===== src/rtl/div_unit_pkg.sv =====
// rtl/div_unit_pkg.sv - shared divider constants and state encoding
package div_unit_pkg;

  localparam int DIV_WIDTH = 32;
  localparam int DIV_CNT_W = 6;

  // Controller-side names for the start request and divide-by-zero flag levels
  localparam logic DIV_CTRL_START = 1'b1;
  localparam logic DIV_ZERO_FLAG  = 1'b1;

  typedef enum logic [1:0] {
    DIV_IDLE = 2'd0,
    DIV_CALC = 2'd1,
    DIV_FIX  = 2'd2
  } div_state_t;

endpackage


===== src/rtl/div_unit_step.sv =====
// rtl/div_unit_step.sv - one restoring division iteration on unsigned magnitudes
module div_unit_step #(
  parameter int WIDTH = 32
) (
  input  logic [WIDTH:0]   i_r,
  input  logic [WIDTH-1:0] i_q,
  input  logic [WIDTH-1:0] i_d,
  output logic [WIDTH:0]   o_r,
  output logic [WIDTH-1:0] o_q
);

  logic [WIDTH:0]   w_r_sh;
  logic [WIDTH-1:0] w_q_sh;
  logic [WIDTH:0]   w_d_ext;
  logic             w_ge;

  assign w_r_sh  = {i_r[WIDTH-1:0], i_q[WIDTH-1]};
  assign w_q_sh  = {i_q[WIDTH-2:0], 1'b0};
  assign w_d_ext = {1'b0, i_d};
  // A set top bit of the incoming remainder means the shifted value already exceeds any divisor
  assign w_ge    = i_r[WIDTH] | (w_r_sh >= w_d_ext);

  // Subtract the divisor when it fits and shift a 1 into the quotient
  always_comb begin
    o_r = w_r_sh;
    o_q = w_q_sh;
    if (w_ge) begin
      o_r    = w_r_sh - w_d_ext;
      o_q[0] = 1'b1;
    end
  end

endmodule


===== src/rtl/div_unit.sv =====
// rtl/div_unit.sv - multicycle signed restoring divider producing Lo (quotient) and Hi (remainder)
module div_unit
  import div_unit_pkg::*;
#(
  parameter int WIDTH = DIV_WIDTH,
  parameter int CNT_W = DIV_CNT_W
) (
  input  logic             clk,
  input  logic             reset,
  input  logic             DivCtrl,
  input  logic [WIDTH-1:0] A,
  input  logic [WIDTH-1:0] B,
  output logic [WIDTH-1:0] Lo,
  output logic [WIDTH-1:0] Hi,
  output logic             busy,
  output logic             done,
  output logic             divZero
);

  div_state_t       r_state;
  div_state_t       w_next_state;
  logic [CNT_W-1:0] r_cnt;
  logic [WIDTH:0]   r_r;
  logic [WIDTH-1:0] r_q;
  logic [WIDTH-1:0] r_d;
  logic             r_sign_q;
  logic             r_sign_r;
  logic [WIDTH-1:0] r_lo;
  logic [WIDTH-1:0] r_hi;
  logic             r_busy;
  logic             r_done;
  logic             r_divzero;

  logic             w_req;
  logic             w_b_zero;
  logic             w_start;
  logic             w_zero_req;
  logic             w_last;
  logic [WIDTH-1:0] w_abs_a;
  logic [WIDTH-1:0] w_abs_b;
  logic [WIDTH:0]   w_step_r;
  logic [WIDTH-1:0] w_step_q;

  assign w_req      = (r_state == DIV_IDLE) && (DivCtrl == DIV_CTRL_START);
  assign w_b_zero   = (B == '0);
  assign w_start    = w_req && !w_b_zero;
  assign w_zero_req = w_req && w_b_zero;
  assign w_last     = (r_cnt == CNT_W'(WIDTH - 1));
  // Magnitudes are unsigned, so the most negative value maps onto its own bit pattern
  assign w_abs_a    = A[WIDTH-1] ? (~A + 1'b1) : A;
  assign w_abs_b    = B[WIDTH-1] ? (~B + 1'b1) : B;

  div_unit_step #(
    .WIDTH (WIDTH)
  ) u_step (
    .i_r (r_r),
    .i_q (r_q),
    .i_d (r_d),
    .o_r (w_step_r),
    .o_q (w_step_q)
  );

  // State register
  always_ff @(posedge clk or negedge reset) begin
    if (!reset) begin
      r_state <= DIV_IDLE;
    end else begin
      r_state <= w_next_state;
    end
  end

  // Next-state logic: IDLE -> CALC for WIDTH steps -> FIX -> IDLE
  always_comb begin
    w_next_state = r_state;
    case (r_state)
      DIV_IDLE: if (w_start) w_next_state = DIV_CALC;
      DIV_CALC: if (w_last)  w_next_state = DIV_FIX;
      DIV_FIX:               w_next_state = DIV_IDLE;
      default:               w_next_state = DIV_IDLE;
    endcase
  end

  // Operand capture, iteration datapath and iteration counter
  always_ff @(posedge clk or negedge reset) begin
    if (!reset) begin
      r_cnt    <= '0;
      r_r      <= '0;
      r_q      <= '0;
      r_d      <= '0;
      r_sign_q <= 1'b0;
      r_sign_r <= 1'b0;
    end else begin
      case (r_state)
        DIV_IDLE: begin
          if (w_start) begin
            r_q      <= w_abs_a;
            r_d      <= w_abs_b;
            r_r      <= '0;
            r_cnt    <= '0;
            r_sign_q <= A[WIDTH-1] ^ B[WIDTH-1];
            r_sign_r <= A[WIDTH-1];
          end
        end
        DIV_CALC: begin
          r_r   <= w_step_r;
          r_q   <= w_step_q;
          r_cnt <= r_cnt + CNT_W'(1);
        end
        default: ;
      endcase
    end
  end

  // Result registers and status pulses; busy also covers the cycle in which done is shown
  always_ff @(posedge clk or negedge reset) begin
    if (!reset) begin
      r_lo      <= '0;
      r_hi      <= '0;
      r_busy    <= 1'b0;
      r_done    <= 1'b0;
      r_divzero <= 1'b0;
    end else begin
      r_done    <= 1'b0;
      r_divzero <= w_zero_req ? DIV_ZERO_FLAG : 1'b0;
      r_busy    <= (w_next_state != DIV_IDLE) || (r_state == DIV_FIX);
      if (r_state == DIV_FIX) begin
        r_lo   <= r_sign_q ? (~r_q + 1'b1) : r_q;
        r_hi   <= r_sign_r ? (~r_r[WIDTH-1:0] + 1'b1) : r_r[WIDTH-1:0];
        r_done <= 1'b1;
      end
    end
  end

  assign Lo      = r_lo;
  assign Hi      = r_hi;
  assign busy    = r_busy;
  assign done    = r_done;
  assign divZero = r_divzero;

endmodule


===== config.mk =====
export PLATFORM = sky130hd
export DESIGN_NAME = div_unit
export DESIGN_NICKNAME = d
export VERILOG_FILES = /design/src/rtl/div_unit_pkg.sv /design/src/rtl/div_unit_step.sv /design/src/rtl/div_unit.sv
export SDC_FILE = /design/constraint.sdc
export NUM_CORES = 1
export LEC_CHECK = 0
export CAP_MARGIN = 30
export CORE_MARGIN = 3
export CORE_UTILIZATION = 28
export CTS_CLUSTER_SIZE = 8
export DETAILED_ROUTE_END_ITERATION = 16
export HOLD_SLACK_MARGIN = 0.05
export SLEW_MARGIN = 10
export SYNTH_ARGS = -nofsm -noshare
export SYNTH_HDL_FRONTEND = slang
export SYNTH_HIERARCHICAL = 1
export SYNTH_SLANG_ARGS = --single-unit

===== constraint.sdc =====
create_clock -name clk -period 7.4 [get_ports clk]
set_input_delay 1.48 -clock clk [delete_from_list [all_inputs] [get_ports clk]]
set_output_delay 1.48 -clock clk [all_outputs]
set_load 0.01 [all_outputs]

==> metrics.md, run 1 <==
| Metric | Value |
|---|---|
| Die X | 209 um |
| # rows | 73 |
| Setup_tns | 0 ns |
| Status | complete, no violations |
| Final setup viols | 0 |
| Post-route ant nets | 0 |
| Crit Path Class | reg2reg |
| Clk sinks | between 150 and 200 |
| CTS Root Cell | clkbuf_16 |
| Clock Path Buffers | 2 |
| Layout Area Growth over Synthesis | 18.7% |
| Relative slew slack | a little over a third |
| Routed vias/inst | just under 5 |
| Setup WS pre-CTS | around 2.7 ns |
| # port buffers | ~130 |
| Ant. Diodes | 0 |
| Worst path slowest cell | dfrtp_1 |
| Yosys warning total | 6 |
| Vias | 9,602 |
| Total CTS buffers | 17 |
| Post-DP HPWL | between 20,000 and 25,000 um |
| Largest net degree at the start of global routing | approximately 110 |
| Worst-Skew Late Latency | roughly 0.43 ns |
| Worst Hold Launch | r_d[2] |
| Slew Viols, Final | 0 |
| Vias in the first global route | just over 9,000 |
| Final min period | approximately 4.1 ns |
| Htree depth | 4 |
| Total gr overflow | 0 |
| Total power | between 0.005 and 0.006 W |
| Fin crit share | roughly 55% |
| Post-CTS sizing | 0 |
| Dpl cells | 1,903 |
| Total GRT Usage | between 10% and 20% |
| Initial antenna violation count | 0 |
| Max rail drop VDD | between 0.15 and 0.2 mV |
| Hold buffer count at CTS | 0 |
| Worst reg2reg path startpoint | r_r[11] |
| Post-synthesis async set-or-reset flop share | 100% |
| IO Pins | 134 |
| Buf/Inv on CP | 2 |
| Syn Inst Count | roughly 1,300 |
| Worst clock skew | ~0.011 ns |
| Wirelength per Cell | ~16 um |
| Worst setup margin | between 3 and 4 ns |
| Die H | roughly 210 um |
| Leak | 5.61 nW |
| Crit-path cells | ha_1, a21o_1, nor2b_4, a2111oi_4, a41oi_2, nor4_2, o31ai_2, a21oi_4, buf_4, inv_2, mux2_4, a22o_1 |
| Unrepaired setup endpoints after global routing | no |
| Critical Path Fanout Max | 40 |
| Critical Path Max Stage Delay | roughly 0.50 ns |
| Drt pass-1 iters | 5 |
| CP Data Required Time | 7.71 ns |
| Routability cong. | between 0.8 and 0.9 |
| Net count, final | around 1,500 |
| Postcts setup bufs | 0 |
| Finished Layout Cells | ~1,900 |
| Max Cap Viol | 0 |
| Synthesized area per cell | 8.66 sq um |
| Cell family with most CP delay | compound AO/OA/AOI/OAI gates |
| Crit path from | r_r[11] |
| Worst setup SP type | flip-flop |
| Worst Hold Class | reg2reg |
| Post-synth top flop | dfrtp_1 |
| Final WL | approximately 32,000 um |
| Die area | roughly 44,000 sq um |
| Pin slew with the least headroom to its limit | approximately 0.96 ns |
| Final Hold Viols | 0 |
| Drt initial violations | around 610 |
| EDFF count, synth | 0 |
| Worst-path clk slew | roughly 0.07 ns |
| Starting Density | 28.7% |
| Power Dens Cells | 437 nW/um^2 |
| First-pass GRT wire length | roughly 51,000 um |
| Core area | approximately 40,000 sq um |
| Crit. End Element | flip-flop |
| Clock tree from TritonCTS | yes |
| #FFs+latches synth | roughly 170 |
| Proportion of layout cells with a drive suffix above 1 | 5.38% |
| Register area share after synthesis | 37.7% |
| Mapped Nets | 1,439 |
| Count of cell types in the netlist | ~70 |
| DRC violations left | 0 |
| Mapped Area | between 10,000 and 15,000 sq um |
| Fmax | about 240 MHz |
| Worst Path Arrival | around 4.4 ns |
worst register-to-register path, cell delays in order, from the launching register on:
cell,delay (ns)
dfrtp_1,0.50
ha_1,0.46
a21o_1,0.25
nor2b_4,0.14
a2111oi_4,0.32
a41oi_2,0.20
nor4_2,0.33
o31ai_2,0.16
a21oi_4,0.45
buf_4,0.44
inv_2,0.19
mux2_4,0.33
a22o_1,0.20
cell usage after synthesis, types with 10 or more instances:
master    count  area [sq um]
o41ai_1      21           184
nor3_1       14          70.1
dfrtp_1     174          4350
nand3_1      16          80.1
a21o_1       13          97.6
buf_4        34           255
nand4_1      12          75.1
mux2i_1      12           120
a21oi_1      47           235
nor4_1       17           106
a31oi_1      10          62.6
ha_1         37           463
nand2_1     200           751
nor2_1       52           195
or3_1        19           119
o31ai_1      43           323
xnor2_1      41           359
inv_1        55           206
nand2b_1     12          75.1
o21ai_0     201          1010
or4_1        11          82.6
clkbuf_1     47           176
xor2_1      105           920
a22o_1       34           298
buf_2        10          50.1
stage by stage:
step                utilization, %  cell area [sq um]  hold slack, ns
finish                        34.0              13700           0.479
detailed placement            32.5              13100           0.470
global placement              32.4              13100           0.463
floorplan                        -              11600           0.442
CTS                           33.9              13600           0.485
global route                  34.0              13700           0.496
cell families after synthesis:
group | Yosys count | share of synthesized area [%]
xor gates and xnor gates | 146 | 11.1
muxes | 18 | 1.75
and+or+nand+nor | 387 | 15.9
DFF | 174 | 37.7
AOI/OAI and AO/OA | 415 | 22.6
adders and majority gates | 38 | 4.18
buffers and inverters | 156 | 6.80
cell type report:
cell class,count,area (sq um)
clock buffer,20,447
clock inverter,11,110
fill,4138,26600
inverter,56,210
multi-input combinational,1004,6440
sequential,174,4350
tap,525,657
timing repair buffer,147,1500
final timing paths:
path                          end  slack (ns)  depth (start not counted)
max                        r_r[7]        3.31                         12
min                        r_d[2]        0.48                          2
max reg2reg                r_r[7]        3.31                         12
min reg2reg                r_d[2]        0.48                          2
max in group asynchronous  r_q[0]        5.17                          2
min in group asynchronous  Lo[22]        1.07                          1
sequential cells by signal, summed over array words and instances, names as in the netlist:
name and cells:
r_q 32, divZero 1, r_r 33, Lo 32, r_cnt 6, r_sign_r 1
r_state 2, busy 1, r_sign_q 1, Hi 32, done 1, r_d 32
layer usage:
| layer | vias up | global-route usage (%) | part of all wire, % |
|---|---|---|---|
| li1 | 4861 | - | - |
| met5 | - | 0 | 0 |
| met1 | 4514 | 20.9 | 51 |
| met3 | 32 | 2.79 | 4.8 |
| met2 | 195 | 21.6 | 43 |
| met4 | 0 | 4.11 | 1.7 |
layout by cell type (no fill, tap or decap), types with 6 or more instances in the layout:
| master | netlist | layout |
|---|---|---|
| xor2_1 | 105 | 105 |
| nand4_1 | 12 | 12 |
| o41ai_1 | 21 | 21 |
| a22o_1 | 34 | 34 |
| xnor2_1 | 41 | 41 |
| o211ai_1 | 7 | 7 |
| dfrtp_1 | 174 | 174 |
| mux2i_1 | 12 | 12 |
| nor4_1 | 17 | 17 |
| nor2b_1 | 6 | 6 |
| or3_1 | 19 | 19 |
| o21bai_1 | 6 | 6 |
| or4_1 | 11 | 11 |
| nor3_1 | 14 | 14 |
| o31ai_1 | 43 | 43 |
| a21o_1 | 13 | 13 |
| nand2b_1 | 12 | 11 |
| nand2_1 | 200 | 199 |
| nand3_1 | 16 | 16 |
| clkdlybuf4s50_1 | 0 | 132 |
| o21ai_0 | 201 | 201 |
| ha_1 | 37 | 37 |
| a21oi_1 | 47 | 47 |
| inv_1 | 55 | 55 |
| a22oi_1 | 8 | 8 |
| buf_4 | 34 | 10 |
| nor2_1 | 52 | 51 |
| clkbuf_16 | 0 | 17 |
| a31oi_1 | 10 | 10 |
power breakdown:
group | switching, W | total, W | internal, W
clock network | 0.000386 | 0.000860 | 0.000474
logic | 0.00170 | 0.00329 | 0.00159
registers | 0.000495 | 0.00185 | 0.00135
total | 0.00258 | 0.00599 | 0.00342
(Power assumes the default switching activity.)
==> run 2, diff against run 1 <==
==> constraint.sdc (replaced) <==
create_clock -name clk -period 3.89 [get_ports clk]
set_input_delay 0.778 -clock clk [delete_from_list [all_inputs] [get_ports clk]]
set_output_delay 0.778 -clock clk [all_outputs]
set_load 0.01 [all_outputs]
==> run 2 against run 1 <==
Effect of this change:
- clock power grew 100%
- first-iteration DRC count increased by 3.0%
- final cell count grew 0.77%
- register-to-register slack got worse by 2.8 ns
- critical path depth stayed put
- setup slack worse by 2.8 ns
- fmax up 22%
- wire length up 1.5%
- critical path type unchanged
- largest cell class unchanged
==> metrics.md, run 2 (synthesis results as in run 1) <==
| Metric | Value |
|---|---|
| Postcts setup bufs | 0 (unchanged) |
| Post-CTS sizing | 0 (unchanged) |
| Drt initial violations | 625 (+3.0%) |
| Fin area | 13,800 sq um (+1.0%) |
| Drt pass-1 iters | 4 (-1) |
| Proportion of layout cells with a drive suffix above 1 | 6.45% (+1.1 points) |
| IO Pins | 134 (unchanged) |
| Fillers | 4,146 (+0.19%) |
| Clock tree from TritonCTS | yes |
| Top reg by flops | r_r |
| Power Dens Cells | 840 nW/um^2 (+92%) |
| DRC violations left | 0 (unchanged) |
| Area of placed instances | 13,200 sq um (+1.1%) |
| # port buffers | 133 (unchanged) |
| Hold buffer count at CTS | 0 (unchanged) |
| Wirelength per Cell | 16.4 um (+0.74%) |
| Max FFs per register | 33 (unchanged) |
| Fmax | 299 MHz (+22%) |
| Worst Hold Class | in2async |
| Total gr overflow | 0 (unchanged) |
| Worst Path Arrival | 3.67 ns (-0.73 ns) |
| Htree depth | 4 (unchanged) |
| Die H | 209 um (unchanged) |
| Routability cong. | 0.874 (-1.7%) |
| Worst setup SP type | flip-flop |
| Crit. End Element | flip-flop |
| Worst-path clk slew | 0.07 ns (about the same) |
| Worst clock skew | 0.0102 ns (-0.000791 ns) |
| Most common cell after layout, fill and taps aside | o21ai_0 |
| First-pass GRT wire length | 51,500 um (+0.18%) |
| Most frequent cells in the layout | 201 x o21ai_0, 199 x nand2_1, 174 x dfrtp_1 |
| Die X | 209 um (unchanged) |
| Die area | 43,700 sq um (unchanged) |
| Critical Path Fanout Max | 4 (-90%) |
| Pin slew with the least headroom to its limit | 0.890 ns (-0.0715 ns) |
| Layout Area Growth over Synthesis | 19.9% |
| Core area | 40,300 sq um (unchanged) |
| Unrepaired setup endpoints after global routing | no |
| Relative slew slack | 40.5% (+4.6 points) |
| Vias | 9,664 (+0.65%) |
| Post-route ant nets | 0 (unchanged) |
| Initial antenna violation count | 0 (unchanged) |
| CP Data Required Time | 4.21 ns (-3.50 ns) |
| Crit Path Class | reg2reg |
| Final setup viols | 0 (unchanged) |
| Final Hold Viols | 0 (unchanged) |
| Routed vias/inst | 4.95 (-0.13%) |
| Vias in the first global route | 9,527 (+2.0%) |
| Total CTS buffers | 17 (unchanged) |
| Max Cap Viol | 0 (unchanged) |
| Ant. Diodes | 0 (unchanged) |
| Total GRT Usage | 14.4% (+0.037 points) |
| Net count, final | 1,519 (+0.93%) |
| Starting Density | 28.7% (unchanged) |
| Final WL | 32,100 um (+1.5%) |
| Setup_tns | 0 ns (unchanged) |
| Reg2reg path depth | 12 (unchanged) |
| CTS Root Cell | clkbuf_16 |
| Worst-Skew Late Latency | 0.44 ns (about the same) |
| Leak | 5.68 nW (+1.3%) |
| Slew Viols, Final | 0 (unchanged) |
| Fin crit share | 86.1% (+31 points) |
| # rows | 73 (unchanged) |
| Util after Layout | 34.4% (+0.34 points) |
| Flop-to-flop setup slack | 0.54 ns (-2.77 ns) |
| Clk sinks | 174 (unchanged) |
| Largest net degree at the start of global routing | 96 (-16%) |
| Status | complete, no violations |
| Final min period | 3.35 ns (-0.742 ns) |
| Max rail drop VDD | 0.363 mV (+95%) |
| Clock Path Buffers | 2 (unchanged) |
| Post-DP HPWL | 25,000 um (+2.0%) |
==> run 2: changes by cell type in the layout (fill, tap and decap cells not counted), sizes merged <==
cell / delta
buf: +15
clkinv: -4
clkinvlp: +3
bufinv: +1
==> run 2: report_power, final <==
part           switching (W)  total (W)  internal (W)
Combinational        0.00332    0.00642       0.00310
Sequential          0.000895    0.00347       0.00257
Clock               0.000752    0.00176       0.00100
==> run 2: path summary, 6_finish.rpt <==
kind                        start      end
hold reg to reg            Hi[23]   Hi[23]
hold / removal              reset   Lo[13]
setup / recovery           r_d[0]  r_r[30]
max in group asynchronous   reset   r_q[2]
min in group clk           Hi[23]   Hi[23]
setup reg to reg           r_d[0]  r_r[30]
==> run 2: layout make-up <==
type / count / area, sq um / share of cell area, %
multi-input cells: 1004 / 6440 / 46.5
flip-flops and latches: 174 / 4350 / 31.4
repair buffers: 161 / 1590 / 11.5
well taps: 525 / 657 / 4.74
clock buffers: 21 / 470 / 3.40
inverters: 56 / 210 / 1.52
clock inverters: 11 / 131 / 0.949
==> run 2: critical path: stages, from the launching register on <==
cell	delay (ns)
dfrtp_1	0.43
ha_1	0.23
fa_1	0.40
nor2b_1	0.11
o21ai_0	0.10
a21boi_1	0.32
o211ai_1	0.22
a2111oi_2	0.51
o21bai_1	0.20
o21ai_0	0.27
xnor2_1	0.15
o21ai_0	0.09
a22o_1	0.21
==> run 2: per-layer routing <==
metal | GRT usage (%) | vias to the layer above | part of all wire [%]
li1 | - | 4893 | -
met1 | 20.6 | 4564 | 50
met2 | 22.6 | 178 | 45
met3 | 2.40 | 29 | 4.0
met4 | 3.90 | 0 | 1.6
met5 | 0 | - | 0
==> run 2: through the flow <==
step	std cells	power, W	worst slack (ns)	hold WS [ns]
3_3_place_gp	1919	0.00977	0.327	0.462
6_report	1952	0.0116	0.540	0.290
2_1_floorplan	1334	0.00816	0.837	0.442
5_1_grt	1952	0.0127	0.330	0.318
3_5_place_dp	1919	0.00988	0.261	0.469
4_1_cts	1951	0.0117	0.559	0.300
==> patch 1, RTL diff (config.mk and constraints of run 2) <==
Re-encode `div_state_t` (3 states) as one-hot, 3 bits wide.
--- a/src/rtl/div_unit_pkg.sv
+++ b/src/rtl/div_unit_pkg.sv
@@ -8,10 +8,10 @@
   localparam logic DIV_CTRL_START = 1'b1;
   localparam logic DIV_ZERO_FLAG  = 1'b1;
 
-  typedef enum logic [1:0] {
-    DIV_IDLE = 2'd0,
-    DIV_CALC = 2'd1,
-    DIV_FIX  = 2'd2
+  typedef enum logic [2:0] {
+    DIV_IDLE = 3'b001,
+    DIV_CALC = 3'b010,
+    DIV_FIX  = 3'b100
   } div_state_t;
 
 endpackage
Function: same outputs for any inputs over 10 cycles, from zero or initial values and one cycle with reset low; not proved beyond that.
==> patch 1 against run 2 <==
Die area increased by 1.0%. Combinational power decreased by 4.7%. Area after synthesis increased by 1.1%. Routed wire length increased by 2.6%. Sequential power decreased by 16%. Clock skew increased by 0.0013 ns. Fmax decreased by 2.8%. Final area increased by 1.3%. Sequential cell count increased by 1. Global-route usage increased by 0.47 points. Power decreased by 7.9%. Worst setup slack got worse by 0.098 ns. Critical path type unchanged. Critical endpoint is now r_r[28].
==> patch 1: results (changes against run 2) <==
stage,metric,value,unit,change
logic_synthesis,mux contribution to synthesized area,0.0131,,-0.00447
clock_tree,H-tree levels,4,,unchanged
route,met2 WL,14.1,mm,-1.9%
sta,Tmin final,3.45,ns,+0.0977 ns
placed_design,final weighted congestion in routability-driven placement,0.845,,-3.4%
route,highest metal used,met5,,
global_route,routing usage on met2,0.218,,-0.00721
placed_design,Post-Place Worst Slack,0.308,ns,+0.0474 ns
global_route,initial antenna violation count,1,,+1
global_route,largest net degree at the start of global routing,77,,-20%
route,Total Wirelength,32.9,mm,+2.6%
clock_tree,"Reg clk slew, reported paths",0.07,ns,about the same
power,Pint,5.68,mW,-15%
final_layout,post-route insts no fill,1962,,+0.51%
route,vias,9757,,+0.96%
global_route,Global Route met3 Usage,0.0246,,+0.000537
final_layout,fraction of layout cells with a size suffix above 1,0.0720,,+0.00756
placed_design,Final HPWL DP,25.7,mm,+2.9%
logic_synthesis,Post-synth top cells,"189 x nand2_1, 180 x o21ai_0, 174 x dfrtp_1",,
global_route,vias in the first global route,9430,,-1.0%
worst_setup_path,Worst Path Arrival,3.76,ns,+0.09 ns
route,DR iter-0 viols,691,,+11%
sta,clk_skew,0.0115,ns,+0.00129 ns
logic_synthesis,Syn Nets,1443,,+0.28%
global_route,met1 usage,0.229,,+0.0230
route,DRT Pass-1 Iters,5,,+1
logic_synthesis,Adder-Cell Fraction of Synth Area,0.0414,,-0.000448
route,Met3 Routed Length,1.35,mm,+6.2%
logic_synthesis,"Seq/Total Area, Yosys",0.375,,-0.00179
route,met1 WL,17.2,mm,+7.7%
placed_design,placed insts,1928,,+0.47%
placed_design,Placed Area,13400,um^2,+1.3%
logic_synthesis,ys async rst share,1.00,,unchanged
final_layout,number of flip-flops in the largest register,33,,unchanged
final_layout,nets,1522,,+0.20%
logic_synthesis,compound-gate portion of the synthesized area,0.232,,+0.00604
final_layout,antenna cells,0,,unchanged
power,VDD IR max,0.000381,V,+4.9%
power,P_leak,5.98,nW,+5.2%
worst_setup_path,CP Max Fanout,3,,-1
logic_synthesis,post-synthesis xor/xnor area fraction,0.108,,-0.00269
worst_setup_path,worst r2r dst,r_r[28],,
logic_synthesis,Synth area leaders,"dfrtp_1 37%, xor2_1 8.9%, o21ai_0 7.7%, nand2_1 6.1%, ha_1 4.0%",,
global_route,first-pass GRT wire length,53.2,mm,+3.3%
logic_synthesis,Netlist cell types,78,,+8.3%
sta,WHS,0.342,ns,+0.0522 ns
logic_synthesis,Cells after Synth,1338,,+0.30%
global_route,Global Route Usage Sum,0.149,,+0.00468
clock_tree,CTS Buffer Depth,2,,unchanged
outcome,status,"finished, final reports clean",,
sta,max_slew headroom,0.429,,+0.0240
worst_setup_path,max incr delay on CP,0.54,ns,+0.03 ns
worst_setup_path,R2R Setup Slk,0.44,ns,-0.10 ns
==> patch 1: cell count changes in the layout (fill, tap and decap cells not counted), sizes merged, moves of 6 or more <==
cell	before	now
nor3	14	21
xor2	105	119
nand2	200	189
o22ai	3	10
clkinv	0	6
o41ai	21	32
nand3b	1	9
xnor2	41	25
o21ai	205	185
==> patch 1: power groups by stage <==
stage                     Clock [mW]  Combinational [mW]  Sequential [mW]
after floorplan                    0                4.99             2.72
after global placement             0                5.88             2.99
after detailed placement           0                5.97             3.02
after CTS                       1.72                5.99             2.99
after global routing            1.79                6.88             3.00
final                           1.67                6.12             2.93
==> patch 1: area by class of cell <==
class / instances / area [um^2]
multi-input cells: 996 / 6510
well taps: 532 / 666
fillers: 4250 / 27000
flip-flops and latches: 175 / 4380
repair buffers: 166 / 1670
inverters: 61 / 229
clock buffers: 19 / 433
clock inverters: 13 / 134
==> patch 2, RTL diff (settings of run 2) <==
Without the edit above. `DIV_CNT_W`: 6 -> 3.
--- a/src/rtl/div_unit_pkg.sv
+++ b/src/rtl/div_unit_pkg.sv
@@ -2,7 +2,7 @@
 package div_unit_pkg;
 
   localparam int DIV_WIDTH = 32;
-  localparam int DIV_CNT_W = 6;
+  localparam int DIV_CNT_W = 3;
 
   // Controller-side names for the start request and divide-by-zero flag levels
   localparam logic DIV_CTRL_START = 1'b1;
Function: same outputs for any inputs over 10 cycles, from zero or initial values and one cycle with reset low; that may be too few to reach the edited logic, so the function may still have changed.
==> patch 2 against run 2 <==
Clock power barely moved. Sequential cell count is 3 lower. Power is 11% higher. Largest power group unchanged. Global-route usage grew 1.0 points. Area after synthesis up 2.3%. Sequential power up 3%. First-iteration DRC count is 18% higher. Highest routed layer unchanged. Final area rose by 1.9%. Core utilization down 0.21 points. Routed wire length grew 8.0%. Worst setup slack lost 0.092 ns. Final cell count increased by 3.2%. Count of clock-buffer cells in the layout down 3.
==> patch 2: results (changes against run 2) <==
stage,metric,value,unit,change
placed_design,Post-Place Worst Slack,0.126,ns,-0.135 ns
outcome,status,"finished, final reports clean",,
sta,max_slew headroom,0.370,,-0.0355
power,Sequential Power Share,0.278,,-0.020
placed_design,Final HPWL DP,26.4,mm,+5.7%
sta,WHS,0.334,ns,+0.0442 ns
power,combinational power,7.56,mW,+18%
logic_synthesis,Mapped Avg Cell Area,8.44,um^2,-2.6%
worst_setup_path,worst r2r dst,r_r[24],,
final_layout,nets,1575,,+3.7%
logic_synthesis,Synth area leaders,"dfrtp_1 36%, o21ai_0 9.1%, xor2_1 9.0%, nand2_1 7.3%, ha_1 4.0%",,
sta,clk_skew,0.0156,ns,+0.00538 ns
logic_synthesis,Syn Nets,1506,,+4.7%
worst_setup_path,Worst Path Arrival,3.74,ns,+0.07 ns
worst_setup_path,r2r startpoint,r_r[11],,
global_route,vias in the first global route,9863,,+3.5%
route,Met3 Routed Length,1.76,mm,+38%
power,pwr dens,914,nW/um^2,+8.7%
global_route,routing usage on met2,0.241,,+0.0152
logic_synthesis,Post-synth top cells,"231 x nand2_1, 215 x o21ai_0, 171 x dfrtp_1",,
global_route,largest net degree at the start of global routing,69,,-28%
placed_design,final weighted congestion in routability-driven placement,0.850,,-2.8%
logic_synthesis,"Seq/Total Area, Yosys",0.362,,-0.0147
worst_setup_path,R2R Setup Slk,0.45,ns,-0.09 ns
final_layout,fraction of layout cells with a size suffix above 1,0.0735,,+0.00908
route,met1 WL,16.8,mm,+5.3%
[patch 2: critical path, stage by stage, from the launching register on]
cell and delay [ns]:
dfrtp_1 0.40, ha_1 0.42, a21o_1 0.25, nor2b_4 0.14, a2111oi_4 0.32, a41oi_2 0.21
nor4_2 0.36, o31ai_2 0.16, a21oi_4 0.21, buf_4 0.35, mux2_4 0.33, nand2_1 0.05
o21ai_0 0.08
[patch 2: final cells by class]
class / count / area, um^2 / share of cell area
clock inverter: 14 / 158 / 0.0112
sequential: 171 / 4280 / 0.303
tap: 532 / 666 / 0.0472
timing repair buffer: 166 / 1650 / 0.117
clock buffer: 18 / 439 / 0.0311
inverter: 54 / 203 / 0.0144
multi-input combinational: 1059 / 6720 / 0.476
[patch 2: cells by family after synthesis]
kind of cell               share of synthesized area
xor gates and xnor gates                       0.108
DFF                                            0.362
muxes                                         0.0174
adders and majority gates                     0.0419
buffers and inverters                         0.0708
and+or+nand+nor                                0.176
AOI/OAI and AO/OA                              0.224
